===== src/rtl/clue_stream_pkg.sv =====
// Shared definitions for the clue streaming engine: header field layout,
// controller states and the per-clue tag carried alongside ROM data.
package clue_stream_pkg;

  localparam int unsigned DIM_W    = 8;
  localparam int unsigned ROWS_LSB = 0;
  localparam int unsigned COLS_LSB = 8;

  typedef enum logic [2:0] {
    IDLE,
    HDR,
    HDR_WAIT,
    STREAM,
    FINISH
  } state_t;

  typedef struct packed {
    logic             is_col;
    logic [DIM_W-1:0] index;
  } clue_tag_t;

  localparam int unsigned TAG_W = $bits(clue_tag_t);

endpackage


===== src/rtl/clue_skid_fifo.sv =====
// Small synchronous FIFO with occupancy count; head entry reads as zero when empty.
module clue_skid_fifo #(
  parameter  int unsigned WIDTH = 29,
  parameter  int unsigned DEPTH = 4,
  localparam int unsigned PTR_W = (DEPTH > 1) ? $clog2(DEPTH) : 1,
  localparam int unsigned CNT_W = $clog2(DEPTH + 1)
) (
  input  logic             clk_in,
  input  logic             reset_n_in,
  input  logic             push_in,
  input  logic [WIDTH-1:0] push_data_in,
  input  logic             pop_in,
  output logic [WIDTH-1:0] pop_data_out,
  output logic [CNT_W-1:0] count_out
);

  logic [WIDTH-1:0] mem [DEPTH];
  logic [PTR_W-1:0] wr_ptr;
  logic [PTR_W-1:0] rd_ptr;

  function automatic logic [PTR_W-1:0] ptr_next(input logic [PTR_W-1:0] p);
    return (p == PTR_W'(DEPTH - 1)) ? '0 : p + PTR_W'(1);
  endfunction

  always_ff @(posedge clk_in) begin
    if (push_in) mem[wr_ptr] <= push_data_in;
  end

  always_ff @(posedge clk_in) begin
    if (!reset_n_in) begin
      wr_ptr    <= '0;
      rd_ptr    <= '0;
      count_out <= '0;
    end else begin
      if (push_in) wr_ptr <= ptr_next(wr_ptr);
      if (pop_in)  rd_ptr <= ptr_next(rd_ptr);
      case ({push_in, pop_in})
        2'b10:   count_out <= count_out + CNT_W'(1);
        2'b01:   count_out <= count_out - CNT_W'(1);
        default: count_out <= count_out;
      endcase
    end
  end

  assign pop_data_out = (count_out != '0) ? mem[rd_ptr] : '0;

endmodule


===== src/rtl/clue_stream_engine.sv =====
// Fetches one puzzle's header and row/column clues from a synchronous ROM and
// streams them over valid/ready, with credit flow control against a skid FIFO.
module clue_stream_engine
  import clue_stream_pkg::*;
#(
  parameter  int unsigned CLUE_W      = 20,
  parameter  int unsigned NUM_PUZZLES = 4,
  parameter  int unsigned ROWS_MAX    = 20,
  parameter  int unsigned COLS_MAX    = 20,
  parameter  int unsigned READ_LAT    = 2,
  localparam int unsigned SEL_W       = (NUM_PUZZLES > 1) ? $clog2(NUM_PUZZLES) : 1,
  localparam int unsigned ADDR_W      = $clog2(NUM_PUZZLES * (1 + ROWS_MAX + COLS_MAX))
) (
  input  logic              clk_in,
  input  logic              reset_n_in,
  input  logic              start_in,
  input  logic [SEL_W-1:0]  puzzle_sel_in,
  output logic              rom_en_out,
  output logic [ADDR_W-1:0] rom_addr_out,
  input  logic [CLUE_W-1:0] rom_data_in,
  output logic [CLUE_W-1:0] clue_out,
  output logic              clue_is_col_out,
  output logic [7:0]        clue_index_out,
  output logic              clue_valid_out,
  input  logic              clue_ready_in,
  output logic              busy_out,
  output logic              done_out,
  output logic              err_out
);

  localparam int unsigned STRIDE     = 1 + ROWS_MAX + COLS_MAX;
  localparam int unsigned FIFO_DEPTH = READ_LAT + 2;
  localparam int unsigned CNT_W      = $clog2(FIFO_DEPTH + 1);
  localparam int unsigned ENTRY_W    = TAG_W + CLUE_W;

  state_t                    state;
  logic [ADDR_W-1:0]         base_q;
  logic [DIM_W-1:0]          rows_q;
  logic [DIM_W-1:0]          cols_q;
  logic [2:0]                wait_cnt;
  logic [DIM_W:0]            issue_cnt;
  logic [DIM_W:0]            xfer_cnt;
  logic [READ_LAT:0]         sr_vld;
  clue_tag_t [READ_LAT:0]    sr_tag;

  logic [DIM_W-1:0]          hdr_rows;
  logic [DIM_W-1:0]          hdr_cols;
  logic                      hdr_ok;
  logic [DIM_W:0]            total;
  logic [DIM_W:0]            col_cnt;
  clue_tag_t                 iss_tag;
  logic [ADDR_W-1:0]         iss_addr;
  logic [ADDR_W-1:0]         sel_base;
  int unsigned               inflight;
  logic                      pop;
  logic                      credit_ok;
  logic [CNT_W-1:0]          fifo_count;
  logic [ENTRY_W-1:0]        fifo_out;
  clue_tag_t                 out_tag;

  assign hdr_rows = rom_data_in[ROWS_LSB +: DIM_W];
  assign hdr_cols = rom_data_in[COLS_LSB +: DIM_W];
  assign hdr_ok   = (hdr_rows != '0) && (32'(hdr_rows) <= ROWS_MAX) &&
                    (hdr_cols != '0) && (32'(hdr_cols) <= COLS_MAX);
  assign total    = {1'b0, rows_q} + {1'b0, cols_q};
  assign col_cnt  = issue_cnt - {1'b0, rows_q};
  assign sel_base = ADDR_W'(32'(puzzle_sel_in) * STRIDE);

  always_comb begin
    iss_tag  = '0;
    iss_addr = '0;
    if (issue_cnt < {1'b0, rows_q}) begin
      iss_tag.index = issue_cnt[DIM_W-1:0];
      iss_addr      = base_q + ADDR_W'(1) + ADDR_W'(issue_cnt);
    end else begin
      iss_tag.is_col = 1'b1;
      iss_tag.index  = col_cnt[DIM_W-1:0];
      iss_addr       = base_q + ADDR_W'(1 + ROWS_MAX) + ADDR_W'(col_cnt);
    end
  end

  always_comb begin
    inflight = 0;
    for (int unsigned i = 0; i <= READ_LAT; i++) inflight += 32'(sr_vld[i]);
  end

  // An entry popped this cycle frees its slot in time for a read issued now.
  assign pop       = clue_valid_out & clue_ready_in;
  assign credit_ok = (32'(fifo_count) + inflight) < (FIFO_DEPTH + 32'(pop));

  always_ff @(posedge clk_in) begin
    if (!reset_n_in) begin
      state        <= IDLE;
      busy_out     <= 1'b0;
      done_out     <= 1'b0;
      err_out      <= 1'b0;
      rom_en_out   <= 1'b0;
      rom_addr_out <= '0;
      base_q       <= '0;
      rows_q       <= '0;
      cols_q       <= '0;
      wait_cnt     <= '0;
      issue_cnt    <= '0;
      xfer_cnt     <= '0;
      sr_vld       <= '0;
      sr_tag       <= '0;
    end else begin
      sr_vld     <= {sr_vld[READ_LAT-1:0], 1'b0};
      sr_tag     <= {sr_tag[READ_LAT-1:0], clue_tag_t'('0)};
      rom_en_out <= 1'b0;
      done_out   <= 1'b0;
      case (state)
        IDLE: begin
          if (start_in) begin
            busy_out <= 1'b1;
            err_out  <= 1'b0;
            if (32'(puzzle_sel_in) >= NUM_PUZZLES) begin
              err_out  <= 1'b1;
              done_out <= 1'b1;
              state    <= FINISH;
            end else begin
              base_q       <= sel_base;
              rom_addr_out <= sel_base;
              rom_en_out   <= 1'b1;
              state        <= HDR;
            end
          end
        end
        HDR: begin
          wait_cnt <= 3'(READ_LAT - 1);
          state    <= HDR_WAIT;
        end
        HDR_WAIT: begin
          if (wait_cnt != '0) begin
            wait_cnt <= wait_cnt - 3'd1;
          end else begin
            rows_q    <= hdr_rows;
            cols_q    <= hdr_cols;
            issue_cnt <= (DIM_W + 1)'(1);
            xfer_cnt  <= '0;
            if (hdr_ok) begin
              // Row 0 is issued here so the first data read follows the header directly.
              rom_en_out   <= 1'b1;
              rom_addr_out <= base_q + ADDR_W'(1);
              sr_vld[0]    <= 1'b1;
              sr_tag[0]    <= clue_tag_t'('0);
              state        <= STREAM;
            end else begin
              err_out  <= 1'b1;
              done_out <= 1'b1;
              state    <= FINISH;
            end
          end
        end
        STREAM: begin
          if ((issue_cnt < total) && credit_ok) begin
            rom_en_out   <= 1'b1;
            rom_addr_out <= iss_addr;
            sr_vld[0]    <= 1'b1;
            sr_tag[0]    <= iss_tag;
            issue_cnt    <= issue_cnt + (DIM_W + 1)'(1);
          end
          if (pop) begin
            xfer_cnt <= xfer_cnt + (DIM_W + 1)'(1);
            if (xfer_cnt == total - (DIM_W + 1)'(1)) begin
              done_out <= 1'b1;
              state    <= FINISH;
            end
          end
        end
        FINISH: begin
          busy_out <= 1'b0;
          state    <= IDLE;
        end
        default: state <= IDLE;
      endcase
    end
  end

  clue_skid_fifo #(
    .WIDTH (ENTRY_W),
    .DEPTH (FIFO_DEPTH)
  ) u_fifo (
    .clk_in       (clk_in),
    .reset_n_in   (reset_n_in),
    .push_in      (sr_vld[READ_LAT]),
    .push_data_in ({sr_tag[READ_LAT], rom_data_in}),
    .pop_in       (pop),
    .pop_data_out (fifo_out),
    .count_out    (fifo_count)
  );

  assign out_tag         = clue_tag_t'(fifo_out[CLUE_W +: TAG_W]);
  assign clue_out        = fifo_out[CLUE_W-1:0];
  assign clue_is_col_out = out_tag.is_col;
  assign clue_index_out  = out_tag.index;
  assign clue_valid_out  = (fifo_count != '0);

endmodule


===== config.mk =====
export PLATFORM = sky130hd
export DESIGN_NAME = clue_stream_engine
export DESIGN_NICKNAME = d
export VERILOG_FILES = /design/src/rtl/clue_stream_pkg.sv /design/src/rtl/clue_skid_fifo.sv /design/src/rtl/clue_stream_engine.sv
export SDC_FILE = /design/constraint.sdc
export NUM_CORES = 1
export LEC_CHECK = 0
export ABC_AREA = 1
export CAP_MARGIN = 40
export CELL_PAD_IN_SITES_DETAIL_PLACEMENT = 1
export CELL_PAD_IN_SITES_GLOBAL_PLACEMENT = 2
export CORE_UTILIZATION = 37
export DETAILED_ROUTE_END_ITERATION = 6
export PLACE_DENSITY_LB_ADDON = 0.1
export RECOVER_POWER = 100
export SLEW_MARGIN = 5
export SYNTH_ARGS = -nofsm -noshare
export SYNTH_HDL_FRONTEND = slang
export SYNTH_HIERARCHICAL = 1
export SYNTH_SLANG_ARGS = --single-unit

===== constraint.sdc =====
create_clock -name clk_in -period 3.7 [get_ports clk_in]
set_clock_uncertainty 0.1 [all_clocks]
set_input_delay 1.11 -clock clk_in [delete_from_list [all_inputs] [get_ports clk_in]]
set_output_delay 1.11 -clock clk_in [all_outputs]
set_load 0.01 [all_outputs]

==> PnR_summary.wiki <==
{| class="wikitable"
! Metric !! Value
|-
| Outcome || complete, but fails checks
|-
| Failing checks || max-capacitance violations, max-slew violations
|-
| Cell row count || 61
|-
| Num Clock Sinks || roughly 210
|-
| Relative slew slack || -0.3270
|-
| Data arrival time of the critical path || 2.33 ns
|-
| YS warnings || 6
|-
| Tightest Pin Transition || roughly 2 ns
|-
| Clock Tree Root || sky130_fd_sc_hd__clkbuf_16
|-
| Global-route wire length before repair || 45,970 µm
|-
| Number of antenna diodes || 0
|-
| Critical path class || reg2out
|-
| Number of register bits inferred by synthesis || 209
|-
| GRT overflow || 0
|-
| X dimension of the die || approximately 170 µm
|-
| Number of buffers inserted during clock tree synthesis || 24
|-
| Post-Syn Instances || 1,226
|-
| Chip Height || roughly 170 µm
|-
| Total power per unit cell area || 680.9 nW/µm²
|-
| Routability congestion estimate || 0.8141
|-
| Critical path peak fanout || 23
|-
| Number of hold buffers added after cts || 0
|-
| Synth-to-layout area growth || 17.88%
|-
| Worst path required time || approximately 2.5 ns
|-
| Initial antenna violation count || 0
|-
| Fmax achieved || between 0.2 and 0.3 GHz
|-
| Min-Delay Path Class || reg2reg
|-
| Cell type with the highest aggregate area in the netlist || sky130_fd_sc_hd__edfxtp_1
|-
| Drt first pass iters || 4
|-
| Tot GR Track Use || 0.2012
|-
| RSZ-0062 raised after global routing || no
|-
| Routed wirelength normalized by instance count || approximately 16 µm
|-
| Clock transition at the registers of the reported paths || 0.06 ns
|-
| Pleak || 5.407 nW
|-
| Detail Route Antenna Nets || 0
|-
| I/O pin count || between 60 and 70
|-
| H-tree levels || 1
|-
| Worst VDD drop || 0.0003626 V
|-
| Number of cells traversed by the worst hold path || 2
|-
| Number of flops mapped to enable cells by yosys || 116
|-
| CTS tree || built
|-
| Cells taking the most area after synthesis || sky130_fd_sc_hd__edfxtp_1, sky130_fd_sc_hd__dfxtp_1, sky130_fd_sc_hd__nand2_1
|-
| Nature of the critical path endpoint || output port
|-
| Top post-synthesis cells by count || sky130_fd_sc_hd__nand2_1, sky130_fd_sc_hd__inv_1, sky130_fd_sc_hd__nor2_1, sky130_fd_sc_hd__edfxtp_1, sky130_fd_sc_hd__dfxtp_1
|-
| Final number of setup-violating endpoints || 0
|-
| Startpoint type of the worst setup path || flop
|-
| Shortest period the worst path allows || 3.537 ns
|-
| Setup fix buffers added after clock tree synthesis || 0
|-
| Slew Viols, Final || 60
|-
| Starting density of the core || 0.3789
|-
| Share of the yosys chip area belonging to registers || 0.5036
|-
| Via count of the routed design || 8,309
|-
| Most used standard cell by instance count after synthesis || sky130_fd_sc_hd__nand2_1
|-
| Port Buffer Count || 67
|-
| Number of max-capacitance violations reported || 3
|-
| Post-synth top area share || 0.3282
|-
| Final number of hold-violating endpoints || 0
|-
| Fill cell count || 3,295
|-
| Layout cell share with drive strength beyond 1 || 0.08576
|-
| Asr flop ratio synth || 0
|-
| Total nets after synthesis || about 1,300
|-
| Post-detailed-route via-to-cell ratio || 4.834
|-
| Area of the core || about 28,000 µm²
|-
| Area of the die || 29,370 µm²
|-
| Final period util || 0.9560
|-
| Final sum of negative setup slack || 0 ns
|-
| Distinct cell type count after synthesis || 47
|-
| Worst skew pair latency || 0.51 ns
|-
| Cell Area, Synth || about 11,000 µm²
|-
| Reg2reg path depth || 19
|-
| Number of DRC markers after the initial detailed-route iteration || 423
|-
| Most used flip-flop cell after synthesis || sky130_fd_sc_hd__edfxtp_1
|-
| Final net count || between 1,000 and 1,500
|-
| Vias in the first global route || 8,631
|-
| Worst hold slack after final layout || 0.3131 ns
|-
| Maximum number of pins on one net before global-route repair || 57
|-
| DRC viols || 0
|-
| Syn avg cell area || around 8.7 µm²
|-
| Routed wire length || around 28,000 µm
|-
| Number of buffers on the longest clock path || 3
|-
| Post-detail-place hpwl || 20,360 µm
|}
## cell type report
class                           instances  area, µm²  area share
Clock buffer                           36      706.9     0.05650
Clock inverter                          8      72.57    0.005800
Inverter                              163      616.8     0.04930
Multi-Input combinational cell        817       4365      0.3489
Sequential cell                       209       5346      0.4273
Tap cell                              378      473.0     0.03780
Timing Repair Buffer                  108      930.9     0.07440
## path summary, 6_finish.rpt
check	from	to	slack [ns]
hold reg to reg	sr_tag[11]	sr_tag[20]	0.31
setup reg to reg	rows_q[2]	rom_addr_out[6]	0.33
hold / removal	sr_tag[11]	sr_tag[20]	0.31
setup / recovery	flop	clue_out[4]	0.16
## kinds of logic after synthesis
group,Yosys count,synth area share
AO/OA/AOI/OAI,191,0.1041
AND/OR/NAND/NOR,544,0.2143
adder cells (fa/ha/maj),63,0.07922
XOR/XNOR,19,0.01568
buffers and inverters,200,0.08311
flip-flops,209,0.5036
## worst max-delay path, cell delays in order, from the launching register on
cell and delay (ns):
sky130_fd_sc_hd__dfxtp_2 0.38, sky130_fd_sc_hd__buf_4 0.29, sky130_fd_sc_hd__nor2_1 0.10, sky130_fd_sc_hd__nor2_1 0.10, sky130_fd_sc_hd__o21ai_0 0.11, sky130_fd_sc_hd__a21oi_1 0.19, sky130_fd_sc_hd__dlygate4sd3_1 0.63
## power breakdown
group          switching [W]  total, W  internal (W)
logic                0.00224   0.00350       0.00126
registers           0.000112   0.00270       0.00259
clock network       0.000931   0.00232       0.00139
## cell usage in the layout, fill, tap and decap left out, types with 5 or more instances in the layout
| cell type | instances |
|---|---|
| sky130_fd_sc_hd__inv_1 | 157 |
| sky130_fd_sc_hd__ha_1 | 53 |
| sky130_fd_sc_hd__a21oi_1 | 69 |
| sky130_fd_sc_hd__fa_1 | 7 |
| sky130_fd_sc_hd__a21oi_2 | 20 |
| sky130_fd_sc_hd__a211oi_1 | 9 |
| sky130_fd_sc_hd__nand3_1 | 48 |
| sky130_fd_sc_hd__o21ai_0 | 75 |
| sky130_fd_sc_hd__dfxtp_1 | 92 |
| sky130_fd_sc_hd__nand2_2 | 15 |
| sky130_fd_sc_hd__xnor2_1 | 8 |
| sky130_fd_sc_hd__clkbuf_1 | 22 |
| sky130_fd_sc_hd__nor3_1 | 10 |
| sky130_fd_sc_hd__buf_4 | 23 |
| sky130_fd_sc_hd__xor2_1 | 10 |
| sky130_fd_sc_hd__edfxtp_1 | 116 |
| sky130_fd_sc_hd__nor2_1 | 142 |
| sky130_fd_sc_hd__nand4_1 | 11 |
| sky130_fd_sc_hd__clkbuf_16 | 25 |
| sky130_fd_sc_hd__nand3b_1 | 5 |
| sky130_fd_sc_hd__nand2_1 | 301 |
| sky130_fd_sc_hd__dlygate4sd3_1 | 55 |
| sky130_fd_sc_hd__clkdlybuf4s50_1 | 11 |
## registers in the layout (all words and copies together), names as in the netlist, 2 cells and up, named ones only
name / flops
u_fifo/mem: 116
sr_tag: 27
issue_cnt: 9
xfer_cnt: 9
cols_q: 8
rom_addr_out: 8
rows_q: 8
sr_vld: 3
state: 3
u_fifo/count_out: 3
wait_cnt: 3
base_q: 2
u_fifo/rd_ptr: 2
u_fifo/wr_ptr: 2
## through the flow
step | util | instance area, µm² | std cells | worst slack, ns | power [W]
after floorplan | - | 10610 | 1226 | 0.4595 | 0.005271
after global placement | 0.4222 | 11830 | 1675 | 0.2983 | 0.006285
after detailed placement | 0.4222 | 11830 | 1675 | 0.2388 | 0.006341
after CTS | 0.4501 | 12610 | 1719 | 0.1779 | 0.008711
after global routing | 0.4467 | 12510 | 1719 | 0.008034 | 0.009205
final | 0.4467 | 12510 | 1719 | 0.1629 | 0.008519
## repair_timing
| item | 4_1_cts | 5_1_grt |
|---|---|---|
| gates cloned | 0 | 0 |
| endpoints found under the hold margin | 0 | 0 |
| setup endpoints to repair | 22 | 3 |
| resized for setup | 1 | 4 |
| pin swaps | 0 | 1 |
## layer usage
metal	wire length, µm	part of all wire	track usage	vias up
met2	13700	0.48	0.3572	113
met1	13170	0.47	0.2625	3969
met5	0	0	0	-
li1	-	-	-	4193
met3	862	0.030	0.01979	34
met4	534	0.019	0.04736	0
Power figures use the tool's default switching activity.
